[src/rtl/exe_muldiv_unit_if.sv]
// Request/response bundle between the EXE stage and the shared multiply/divide unit.
interface exe_muldiv_unit_if #(parameter int WIDTH = 32);
   logic             in_valid;
   logic             in_ready;
   logic             in_div;
   logic             in_sign;
   logic [WIDTH-1:0] in_src1;
   logic [WIDTH-1:0] in_src2;
   logic             cancel;
   logic             out_valid;
   logic             out_ready;
   logic [WIDTH-1:0] out_hi;
   logic [WIDTH-1:0] out_lo;
   logic             out_div0;
   logic             busy;

   modport master (
      output in_valid, in_div, in_sign, in_src1, in_src2, cancel, out_ready,
      input  in_ready, out_valid, out_hi, out_lo, out_div0, busy
   );

   modport slave (
      input  in_valid, in_div, in_sign, in_src1, in_src2, cancel, out_ready,
      output in_ready, out_valid, out_hi, out_lo, out_div0, busy
   );
endinterface

[src/rtl/exe_muldiv_unit.sv]
// Iterative shift-add multiplier / restoring divider sharing one 2W-bit working register.
// Results are HI/LO: product high/low, or remainder/quotient.
module exe_muldiv_unit #(
   parameter int WIDTH    = 32,
   parameter int MUL_STEP = 2
) (
   input logic               clk,
   input logic               resetn,
   exe_muldiv_unit_if.slave  bus
);
   localparam int CW = $clog2(WIDTH + 1);

   typedef enum logic [1:0] {IDLE, MUL, DIV, DONE} state_t;

   state_t             state;
   logic [2*WIDTH-1:0] prod;
   logic [WIDTH-1:0]   opb;
   logic [CW-1:0]      cnt;
   logic               psign, rsign, dz;
   logic [WIDTH-1:0]   hi, lo;
   logic               div0;

   logic               s1, s2;
   logic [WIDTH-1:0]   mag1, mag2;
   logic [WIDTH+MUL_STEP-1:0] pp, msum;
   logic [2*WIDTH-1:0] mul_next, mul_res, div_next;
   logic [WIDTH:0]     dtrial, diff;

   assign bus.in_ready  = (state == IDLE) & ~bus.cancel;
   assign bus.busy      = (state == MUL) | (state == DIV);
   assign bus.out_valid = (state == DONE);
   assign bus.out_hi    = hi;
   assign bus.out_lo    = lo;
   assign bus.out_div0  = div0;

   always_comb begin
      s1   = bus.in_sign & bus.in_src1[WIDTH-1];
      s2   = bus.in_sign & bus.in_src2[WIDTH-1];
      mag1 = s1 ? -bus.in_src1 : bus.in_src1;
      mag2 = s2 ? -bus.in_src2 : bus.in_src2;

      // prod = {partial, multiplier}; retire MUL_STEP low bits per cycle and shift right
      pp = '0;
      for (int i = 0; i < MUL_STEP; i++)
         if (prod[i]) pp = pp + ({{MUL_STEP{1'b0}}, opb} << i);
      msum     = {{MUL_STEP{1'b0}}, prod[2*WIDTH-1:WIDTH]} + pp;
      mul_next = {msum, prod[WIDTH-1:MUL_STEP]};
      mul_res  = psign ? -mul_next : mul_next;

      // prod = {remainder, dividend/quotient}; one restoring step per cycle
      dtrial   = {prod[2*WIDTH-1:WIDTH], prod[WIDTH-1]};
      diff     = dtrial - {1'b0, opb};
      div_next = diff[WIDTH] ? {dtrial[WIDTH-1:0], prod[WIDTH-2:0], 1'b0}
                             : {diff[WIDTH-1:0],   prod[WIDTH-2:0], 1'b1};
   end

   always_ff @(posedge clk or negedge resetn) begin
      if (!resetn) begin
         state <= IDLE;
         prod  <= '0;
         opb   <= '0;
         cnt   <= '0;
         psign <= 1'b0;
         rsign <= 1'b0;
         dz    <= 1'b0;
         hi    <= '0;
         lo    <= '0;
         div0  <= 1'b0;
      end else if (bus.cancel) begin
         state <= IDLE;
      end else begin
         case (state)
            IDLE: if (bus.in_valid) begin
               psign <= s1 ^ s2;
               rsign <= s1;
               if (bus.in_div) begin
                  state <= DIV;
                  opb   <= mag2;
                  // zero divisor: one DIV cycle that only publishes the raw dividend
                  dz    <= (bus.in_src2 == '0);
                  prod  <= {{WIDTH{1'b0}}, (bus.in_src2 == '0) ? bus.in_src1 : mag1};
                  cnt   <= (bus.in_src2 == '0) ? CW'(1) : CW'(WIDTH);
               end else begin
                  state <= MUL;
                  opb   <= mag1;
                  dz    <= 1'b0;
                  prod  <= {{WIDTH{1'b0}}, mag2};
                  cnt   <= CW'(WIDTH / MUL_STEP);
               end
            end
            MUL: begin
               prod <= mul_next;
               cnt  <= cnt - CW'(1);
               if (cnt == CW'(1)) begin
                  {hi, lo} <= mul_res;
                  div0     <= 1'b0;
                  state    <= DONE;
               end
            end
            DIV: begin
               prod <= div_next;
               cnt  <= cnt - CW'(1);
               if (cnt == CW'(1)) begin
                  state <= DONE;
                  if (dz) begin
                     hi   <= prod[WIDTH-1:0];
                     lo   <= '1;
                     div0 <= 1'b1;
                  end else begin
                     lo   <= psign ? -div_next[WIDTH-1:0] : div_next[WIDTH-1:0];
                     hi   <= rsign ? -div_next[2*WIDTH-1:WIDTH] : div_next[2*WIDTH-1:WIDTH];
                     div0 <= 1'b0;
                  end
               end
            end
            DONE: if (bus.out_ready) state <= IDLE;
            default: state <= IDLE;
         endcase
      end
   end
endmodule

[src/flat_wrapper.sv]
// flat-port wrapper written by rule: the top's interface ports become plain ports
module exe_muldiv_unit_flat 
#(
   parameter int WIDTH    = 32,
   parameter int MUL_STEP = 2
)
  (clk, resetn, bus_in_valid, bus_in_div, bus_in_sign, bus_in_src1, bus_in_src2, bus_cancel, bus_out_ready, bus_in_ready, bus_out_valid, bus_out_hi, bus_out_lo, bus_out_div0, bus_busy);
  exe_muldiv_unit_if #(.WIDTH(WIDTH)) bus_i ();
  input logic clk;
  input logic resetn;
  input wire logic [$bits(bus_i.in_valid)-1:0] bus_in_valid;
  input wire logic [$bits(bus_i.in_div)-1:0] bus_in_div;
  input wire logic [$bits(bus_i.in_sign)-1:0] bus_in_sign;
  input wire logic [$bits(bus_i.in_src1)-1:0] bus_in_src1;
  input wire logic [$bits(bus_i.in_src2)-1:0] bus_in_src2;
  input wire logic [$bits(bus_i.cancel)-1:0] bus_cancel;
  input wire logic [$bits(bus_i.out_ready)-1:0] bus_out_ready;
  output wire logic [$bits(bus_i.in_ready)-1:0] bus_in_ready;
  output wire logic [$bits(bus_i.out_valid)-1:0] bus_out_valid;
  output wire logic [$bits(bus_i.out_hi)-1:0] bus_out_hi;
  output wire logic [$bits(bus_i.out_lo)-1:0] bus_out_lo;
  output wire logic [$bits(bus_i.out_div0)-1:0] bus_out_div0;
  output wire logic [$bits(bus_i.busy)-1:0] bus_busy;
  assign bus_i.in_valid = bus_in_valid;
  assign bus_i.in_div = bus_in_div;
  assign bus_i.in_sign = bus_in_sign;
  assign bus_i.in_src1 = bus_in_src1;
  assign bus_i.in_src2 = bus_in_src2;
  assign bus_i.cancel = bus_cancel;
  assign bus_i.out_ready = bus_out_ready;
  assign bus_in_ready = bus_i.in_ready;
  assign bus_out_valid = bus_i.out_valid;
  assign bus_out_hi = bus_i.out_hi;
  assign bus_out_lo = bus_i.out_lo;
  assign bus_out_div0 = bus_i.out_div0;
  assign bus_busy = bus_i.busy;
  exe_muldiv_unit #(.WIDTH(WIDTH), .MUL_STEP(MUL_STEP)) u_core (.clk(clk), .resetn(resetn), .bus(bus_i));
endmodule
[config.mk]
export PLATFORM = sky130hd
export DESIGN_NAME = exe_muldiv_unit_flat
export DESIGN_NICKNAME = d
export VERILOG_FILES = /design/src/rtl/exe_muldiv_unit_if.sv /design/src/rtl/exe_muldiv_unit.sv /design/src/flat_wrapper.sv
export SDC_FILE = /design/constraint.sdc
export NUM_CORES = 1
export LEC_CHECK = 0
export ABC_CLOCK_PERIOD_IN_PS = 6900
export BUFFER_PORTS_ARGS = -buffer_cell sky130_fd_sc_hd__buf_4
export CAP_MARGIN = 25
export CORE_UTILIZATION = 49
export CTS_BUF_LIST = sky130_fd_sc_hd__clkbuf_16
export DETAILED_ROUTE_END_ITERATION = 10
export MAX_ROUTING_LAYER = met4
export PLACE_DENSITY_LB_ADDON = 0.15
export SLEW_MARGIN = 25
export SYNTH_ARGS = -nofsm -noshare
export SYNTH_HDL_FRONTEND = slang
export SYNTH_SLANG_ARGS = --single-unit
[constraint.sdc]
create_clock -name clk -period 6.9 [get_ports clk]
set_input_delay 0.345 -clock clk [delete_from_list [all_inputs] [get_ports clk]]
set_output_delay 0.345 -clock clk [all_outputs]
set_load 0.1 [all_outputs]
==> results of run 1 <==
==> how the worst min path moves through the flow <==
stage	start	to	slack [ps]
2_1_floorplan	resetn	u_core.bus.out_div0$_DFFE_PN0P_	50
3_3_place_gp	resetn	u_core.bus.out_lo[9]$_DFFE_PN0P_	360
4_1_cts	bus_cancel	u_core.state[0]$_DFFE_PN0P_	30
5_1_grt	bus_cancel	u_core.state[1]$_DFFE_PN0P_	50
3_5_place_dp	resetn	u_core.bus.out_lo[11]$_DFFE_PN0P_	370
6_report	bus_cancel	u_core.state[0]$_DFFE_PN0P_	60
==> stage by stage <==
stage | cells | setup slack (ps) | power, mW | cell area [sq um]
finish | 3392 | 339.9 | 12.90 | 22540
global route | 3391 | -73.06 | 13.64 | 22540
CTS | 3386 | 35.01 | 12.61 | 22360
detailed placement | 3354 | 64.57 | 11.58 | 21790
global placement | 3354 | 197.9 | 11.49 | 21790
floorplan | 2802 | 14.30 | 8.534 | 20130
==> layout by cell type, fill, tap and decap left out, drive strengths merged, types with 36 or more instances in the layout <==
cell type	n
o31ai	72
a21oi	191
inv	88
o21ai	308
o22ai	47
dfrtp	172
a22oi	36
xnor2	169
buf	240
nor2	248
ha	92
nor3	66
nand2	387
xor2	108
or3	46
nand3	50
==> worst max-delay path: stages, from the launching register on <==
cell      delay [ps]
dfrtp_1          440
inv_1            210
nor2_1            90
ha_1             370
a21o_1           230
o2111a_1         190
nor3_2           240
o221ai_1         180
a21boi_1         200
maj3_1           390
a21oi_2          230
o21bai_1          90
a21oi_1          170
xnor2_1           80
mux2_2           290
ha_2             390
nand2_1          130
a211oi_2         260
a21o_1           160
a221oi_1          70
o21a_1           150
or4_1            510
or4_1            620
o31ai_2          260
xor2_1           170
a211oi_1         100
a22o_1           220
==> routing by layer <==
metal	global-route usage, %	share of wire, %	routed length (um)
met5	-	0	0
met2	58.49	44	35410
met3	6.984	9.3	7576
met1	52.76	42	34320
met4	18.12	4.8	3871
==> logic make-up (layout without fill, tap and decap cells) <==
| logic type | after synthesis | after routing | share of synthesized area [%] |
|---|---|---|---|
| buffers and inverters | 296 | 358 | 5.624 |
| AO/OA/AOI/OAI | 950 | 950 | 30.13 |
| adder cells (fa/ha/maj) | 96 | 96 | 6.072 |
| flip-flops | 172 | 172 | 21.40 |
| AND/OR/NAND/NOR | 963 | 963 | 22.16 |
| XOR/XNOR | 277 | 277 | 12.06 |
| other | 0 | 3 | 0 |
| multiplexers | 48 | 48 | 2.544 |
==> sequential cells by signal, indices dropped and copies added (netlist names) <==
register,count
u_core.bus.out_div0,1
u_core.bus.out_hi,32
u_core.bus.out_lo,32
u_core.cnt,6
u_core.dz,1
u_core.opb,32
u_core.prod,64
u_core.psign,1
u_core.rsign,1
u_core.state,2
==> layout make-up <==
cell class | count | area (sq um)
tap | 525 | 656.9
fill | 3930 | 17550
inverter | 86 | 322.8
clock buffer | 17 | 425.4
sequential | 172 | 4305
antenna | 3 | 7.507
clock inverter | 14 | 141.4
timing repair buffer | 241 | 1828
multi-input combinational | 2334 | 14860
==> power by group <==
group | total [mW] | internal [mW] | switching (mW)
combinational | 9.75 | 3.28 | 6.46
clock | 0.985 | 0.501 | 0.484
sequential | 2.17 | 1.40 | 0.763
total | 12.9 | 5.18 | 7.71
==> what timing repair did <==
| action | 4_1_cts | 5_1_grt |
|---|---|---|
| endpoints found under the setup margin | 0 | 13 |
| hold buffers | 1 | 0 |
| hold endpoints to repair | 54 | 0 |
| gates resized for setup | 0 | 29 |
| buffers inserted | 0 | 2 |
==> impl_results.md, run 1 <==
* CTS max path bufs at 2
* Number of enable-type register cells in the synthesized netlist at 0
* Total length of routed wires at 81180 um
* Clock period minus worst slack at 6560 ps
* Fraction of layout cells with a size suffix above 1 at 12.53%
* Clock transition at the registers of the reported paths at 80 ps
* Worst Hold Margin at 55.66 ps
* Type of the tightest min-delay check: input pin to flop
* Cell accounting for the most synthesized area: dfrtp_1
* Via count of the routed design at 22164
* Clock tree root driver cell: clkbuf_16
* Average via count per standard cell at 6.534
* Proportion of synthesized chip area in sequential cells at 21.40%
* IO buf count at 138
* Detailed placement HPWL at 63360 um
* Most used standard cell by instance count after synthesis: nand2_1
* Skew-Pair Late Insertion Delay at 500 ps
* Cells after Synth at 2802
* Startpoint of the most critical setup path: u_core.opb[3]$_DFFE_PN0P_
* Mean instance size in the synthesized netlist at 7.178 sq um
* FF-to-FF path depth at 26
* Final core utilization at 56.22%
* Leading cell types by total area after synthesis: dfrtp_1, xnor2_1, nand2_1, o21ai_0, ha_1
* Leading cell types by count after synthesis: nand2_1, o21ai_0, nor2_1, a21oi_1, clkbuf_1
* Endpoint type of the worst setup path: flop
* Number of DRC violations after detailed routing at 0
* Chip height at 204.6 um
* Total of warnings raised by yosys at 0
* Final-report hold violation count at 0
* Termination of the worst setup path: u_core.bus.out_hi[27]$_DFFE_PN0P_
* Routability congestion estimate from global placement at 1.099
* Number of sinks on the clock net at 172
* Worst voltage drop across the vdd grid at 0.0003729 V
* Skew final at 13.98 ps
* Average wire length per cell after detail routing at 23.93 um
* Slew at the pin closest to its max-slew limit at 1076 ps
* Required time worst endpoint at 7290 ps
* Routed Antenna Nets at 0
* Critical Path AT at 6950 ps
* Clock tree from TritonCTS: built
* Die area at 0.04186 sq mm
* Pin count of the biggest net entering global routing at 116
* Net count reported at finish at 3018
* Fmax achieved at 0.1524 GHz
* Total count of max-transition violations in the final report at 0
* Initial core utilization at 50.16%
* Count of cell types in the netlist at 97
* # IOs at 139
* Pre-antenna DRT Iters at 8
* Area fraction of the dominant cell type after synthesis at 21.40%
* Core box area at 0.04010 sq mm
* Register-to-register path setup slack at 340 ps
* Wire length of the first global-routing pass at 121800 um
* Initial antenna violation count at 2
* Highest net fanout along the worst path at 6
* Number of cell rows at 73
* Async set-or-reset flop fraction in the synthesized netlist at 100.0%
* Post-route setup TNS at 0 ps
* # Max-Cap Violations at 0
* Primary flip-flop cell chosen by synthesis mapping: dfrtp_1
* Startpoint of the lowest-slack register-to-register path: u_core.opb[3]$_DFFE_PN0P_
* Slew Limit Headroom at 27.72%
* Syn Std Cell Area at 0.02011 sq mm
* Global Route Usage Sum at 39.74%
* Grt total ovfl at 0
* Cts bufs inserted at 17
* Number of global-route vias before repair at 19986
* Initial drt markers at 2575
* Area delta synth->final at 12.08%
* CTS H-Tree Depth at 4
* Critical register-to-register path endpoint: u_core.bus.out_hi[27]$_DFFE_PN0P_
* Period Utilization, post-route at 95.07%
* Cell depth of the worst hold path at 2
* Pwr/cell area at 572.0 mW/mm^2
* Startpoint types: flop
* Leak pwr at 9.413 nW
* Critical path type: flop to flop
* Net count after synthesis at 2968
* Status: finished, final reports clean
* Post-synthesis register bit count at 172
* Final setup violation count at 0
* X dimension of the die at 204.6 um
Power figures use the tool's default switching activity.
==> run 2, diff against run 1 <==
--- a/config.mk
+++ b/config.mk
@@ -9,9 +9,9 @@
 export BUFFER_PORTS_ARGS = -buffer_cell sky130_fd_sc_hd__buf_4
 export CAP_MARGIN = 25
-export CORE_UTILIZATION = 49
+export CORE_UTILIZATION = 54
 export CTS_BUF_LIST = sky130_fd_sc_hd__clkbuf_16
 export DETAILED_ROUTE_END_ITERATION = 10
 export MAX_ROUTING_LAYER = met4
-export PLACE_DENSITY_LB_ADDON = 0.15
+export PLACE_DENSITY = 0.87
 export SLEW_MARGIN = 25
 export SYNTH_ARGS = -nofsm -noshare
==> constraint.sdc (replaced) <==
create_clock -name clk -period 6.9 [get_ports clk]
set_input_delay 0.345 -clock clk [delete_from_list [all_inputs] [get_ports clk]]
set_output_delay 0.345 -clock clk [all_outputs]
set_load 0.05 [all_outputs]
==> run 2 against run 1 <==
  * First-iteration DRC count rose by 2.8%
  * Count of clock-buffer cells in the layout did not move
  * Non-clock buffer count rose by 6
  * Cell area barely moved
  * Combinational power fell by 5.2%
  * Power fell by 3.7%
  * Worst setup slack got worse by 23 ps
  * Die area fell by 9.2%
  * Clock power rose by 4%
==> impl_results.md, run 2 (synthesis results as in run 1) <==
* Status: finished, final reports clean (unchanged)
* Post-route setup TNS at 0 ps (unchanged)
* Chip height at 195.0 um (was 204.6 um)
* P_sw at 7.121 mW (was 7.711 mW)
* Grt total ovfl at 0 (unchanged)
* Skew final at 15.58 ps (was 13.98 ps)
* Number of sinks on the clock net at 172 (unchanged)
* Startpoint of the most critical setup path: u_core.prod[0]$_DFFE_PN0P_ (was u_core.opb[3]$_DFFE_PN0P_)
* Final cell count without fillers at 3342 (was 3392)
* Endpoint type of the worst setup path: flop (unchanged)
* Clock tree root driver cell: clkbuf_16 (unchanged)
* Fmax achieved at 0.1519 GHz (was 0.1524 GHz)
* IO buf count at 138 (unchanged)
* Skew-Pair Late Insertion Delay at 470 ps (was 500 ps)
* Relative contribution of combinational cells to total power at 74.3% (was 75.6%)
* Max stage delay on crit path at 550 ps (was 620 ps)
* Final setup violation count at 0 (unchanged)
* Largest register FFs at 64 (unchanged)
* Total count of max-transition violations in the final report at 0 (unchanged)
* Critical path type: flop to flop (unchanged)
* Worst Hold Margin at 99.83 ps (was 55.66 ps)
* Number of DRC violations after detailed routing at 0 (unchanged)
* Critical Path AT at 6930 ps (was 6950 ps)
* Slew Limit Headroom at 30.26% (was 27.72%)
* Die area at 0.03802 sq mm (was 0.04186 sq mm)
* Count of placed standard cells including taps at 3305 (was 3354)
* Net count reported at finish at 3024 (was 3018)
* Pre-antenna DRT Iters at 6 (was 8)
* Average wire length per cell after detail routing at 24.29 um (was 23.93 um)
* Clock tree from TritonCTS: built (unchanged)
* Via count of the routed design at 22362 (was 22164)
* Cell depth of the worst hold path at 2 (unchanged)
* Highest-count cells in the layout ignoring fill and taps: nand2_1, o21ai_0, nor2_1 (unchanged)
* Clock transition at the registers of the reported paths at 70 ps (was 80 ps)
* Critical hold path startpoint: bus_cancel (unchanged)
* Register-to-register path setup slack at 320 ps (was 340 ps)
* Total length of routed wires at 81180 um (about the same)
* Total power draw at 12.42 mW (was 12.90 mW)
* Initial core utilization at 54.94% (was 50.16%)
* # IOs at 139 (unchanged)
* Required time worst endpoint at 7240 ps (was 7290 ps)
* CTS max path bufs at 2 (unchanged)
* Internal Pwr Total at 5.304 mW (was 5.184 mW)
* Largest register by flop count: u_core.prod (unchanged)
* Final core utilization at 61.54% (was 56.22%)
* Type of the tightest min-delay check: input pin to flop (unchanged)
* Wire length of the first global-routing pass at 121400 um (was 121800 um)
* X dimension of the die at 195.0 um (was 204.6 um)
* CTS H-Tree Depth at 4 (unchanged)
* Clock network fraction of total power at 8.2% (was 7.6%)
* Sequential share of power at 17.4% (was 16.8%)
* Largest delay contributor family on the critical path: compound AO/OA/AOI/OAI gates (unchanged)
* Area delta synth->final at 12.01% (was 12.08%)
* Global Route Usage Sum at 42.90% (was 39.74%)
* Number of buffer and inverter stages on the critical path at 3 (was 1)
* Slew at the pin closest to its max-slew limit at 1042 ps (was 1076 ps)
* Number of cell rows at 70 (was 73)
* Final-report hold violation count at 0 (unchanged)
* Core box area at 0.03661 sq mm (was 0.04010 sq mm)
* Critical register-to-register path endpoint: u_core.bus.out_hi[30]$_DFFE_PN0P_ (was u_core.bus.out_hi[27]$_DFFE_PN0P_)
* Startpoint of the lowest-slack register-to-register path: u_core.prod[0]$_DFFE_PN0P_ (was u_core.opb[3]$_DFFE_PN0P_)
* Worst hold path endpoint: u_core.state[0]$_DFFE_PN0P_ (unchanged)
* Number of global-route vias before repair at 20455 (was 19986)
* Leak pwr at 9.469 nW (was 9.413 nW)
* Clock period minus worst slack at 6583 ps (was 6560 ps)
* Routed Antenna Nets at 0 (unchanged)
* Period Utilization, post-route at 95.41% (was 95.07%)
* # Max-Cap Violations at 0 (unchanged)
* Routability congestion estimate from global placement at 1.035 (was 1.099)
* Startpoint types: flop (unchanged)
* Fraction of layout cells with a size suffix above 1 at 12.79% (was 12.53%)
* Share of total power consumed by net switching at 57.31% (was 59.80%)
* Most frequent standard cell in the layout excluding fill and tap cells: nand2_1 (unchanged)
* Pin count of the biggest net entering global routing at 116 (unchanged)
* Slowest stage cell, crit path: or4_1 (unchanged)
* Cts bufs inserted at 17 (unchanged)
* Worst voltage drop across the vdd grid at 0.0002872 V (was 0.0003729 V)
* Pwr/cell area at 551.5 mW/mm^2 (was 572.0 mW/mm^2)
* Initial drt markers at 2646 (was 2575)
* Highest net fanout along the worst path at 6 (unchanged)
* Initial antenna violation count at 4 (was 2)
* Average via count per standard cell at 6.691 (was 6.534)
* FF-to-FF path depth at 29 (was 26)
* Detailed placement HPWL at 63280 um (was 63360 um)
## run 2: routing by layer
metal	global-route usage, %	wire [um]
met1	53.85	33000
met5	-	0
met3	9.119	7754
met4	20.97	4183
met2	65.41	36250
## run 2: how the worst max path moves through the flow
stage                                                   end  slack [ps]  depth (start not counted)
after floorplan           u_core.bus.out_hi[27]$_DFFE_PN0P_          20                         33
after global placement    u_core.bus.out_hi[27]$_DFFE_PN0P_         300                         27
after detailed placement  u_core.bus.out_hi[27]$_DFFE_PN0P_         170                         26
after CTS                 u_core.bus.out_hi[24]$_DFFE_PN0P_         150                         26
after global routing      u_core.bus.out_hi[30]$_DFFE_PN0P_         -10                         31
final                     u_core.bus.out_hi[30]$_DFFE_PN0P_         320                         29
## run 2: power groups by stage
| stage | Clock, mW | Combinational (mW) | Sequential (mW) |
|---|---|---|---|
| floorplan | 0 | 5.70 | 2.20 |
| global placement | 0 | 8.76 | 2.11 |
| detailed placement | 0 | 8.86 | 2.13 |
| CTS | 1.03 | 8.91 | 2.11 |
| global route | 1.06 | 9.80 | 2.19 |
| finish | 1.02 | 9.24 | 2.17 |
## run 2: what timing repair did
item                                    4_1_cts  5_1_grt
setup buffers                                 0        1
endpoints found under the setup margin        0       14
hold endpoints to repair                     56        0
resized for setup                             0       27
hold buffers                                  1        0
## run 2: area by class of cell
cell class,instances,area (sq um)
clock buffers,17,425.4
inverters,86,322.8
repair buffers,247,1861
well taps,468,585.6
diodes,4,10.01
fillers,3426,14080
clock inverters,14,168.9
multi-input cells,2334,14850
flip-flops and latches,172,4305
## run 2: worst reg2reg max path: cells and delay by family, from the launching register on
kind	cells	cell delay (ps)
xor gates and xnor gates	1	80
DFF	1	400
AOI/OAI and AO/OA	13	2230
adders and majority gates	4	1400
buffers and inverters	3	390
muxes	1	280
and+or+nand+nor	7	1700
## run 2: stage by stage
stage | cell area (sq um) | setup slack [ps]
floorplan | 20130 | 15.17
global placement | 21780 | 303.2
detailed placement | 21780 | 172.3
CTS | 22390 | 145.3
global route | 22530 | -12.55
finish | 22530 | 316.9
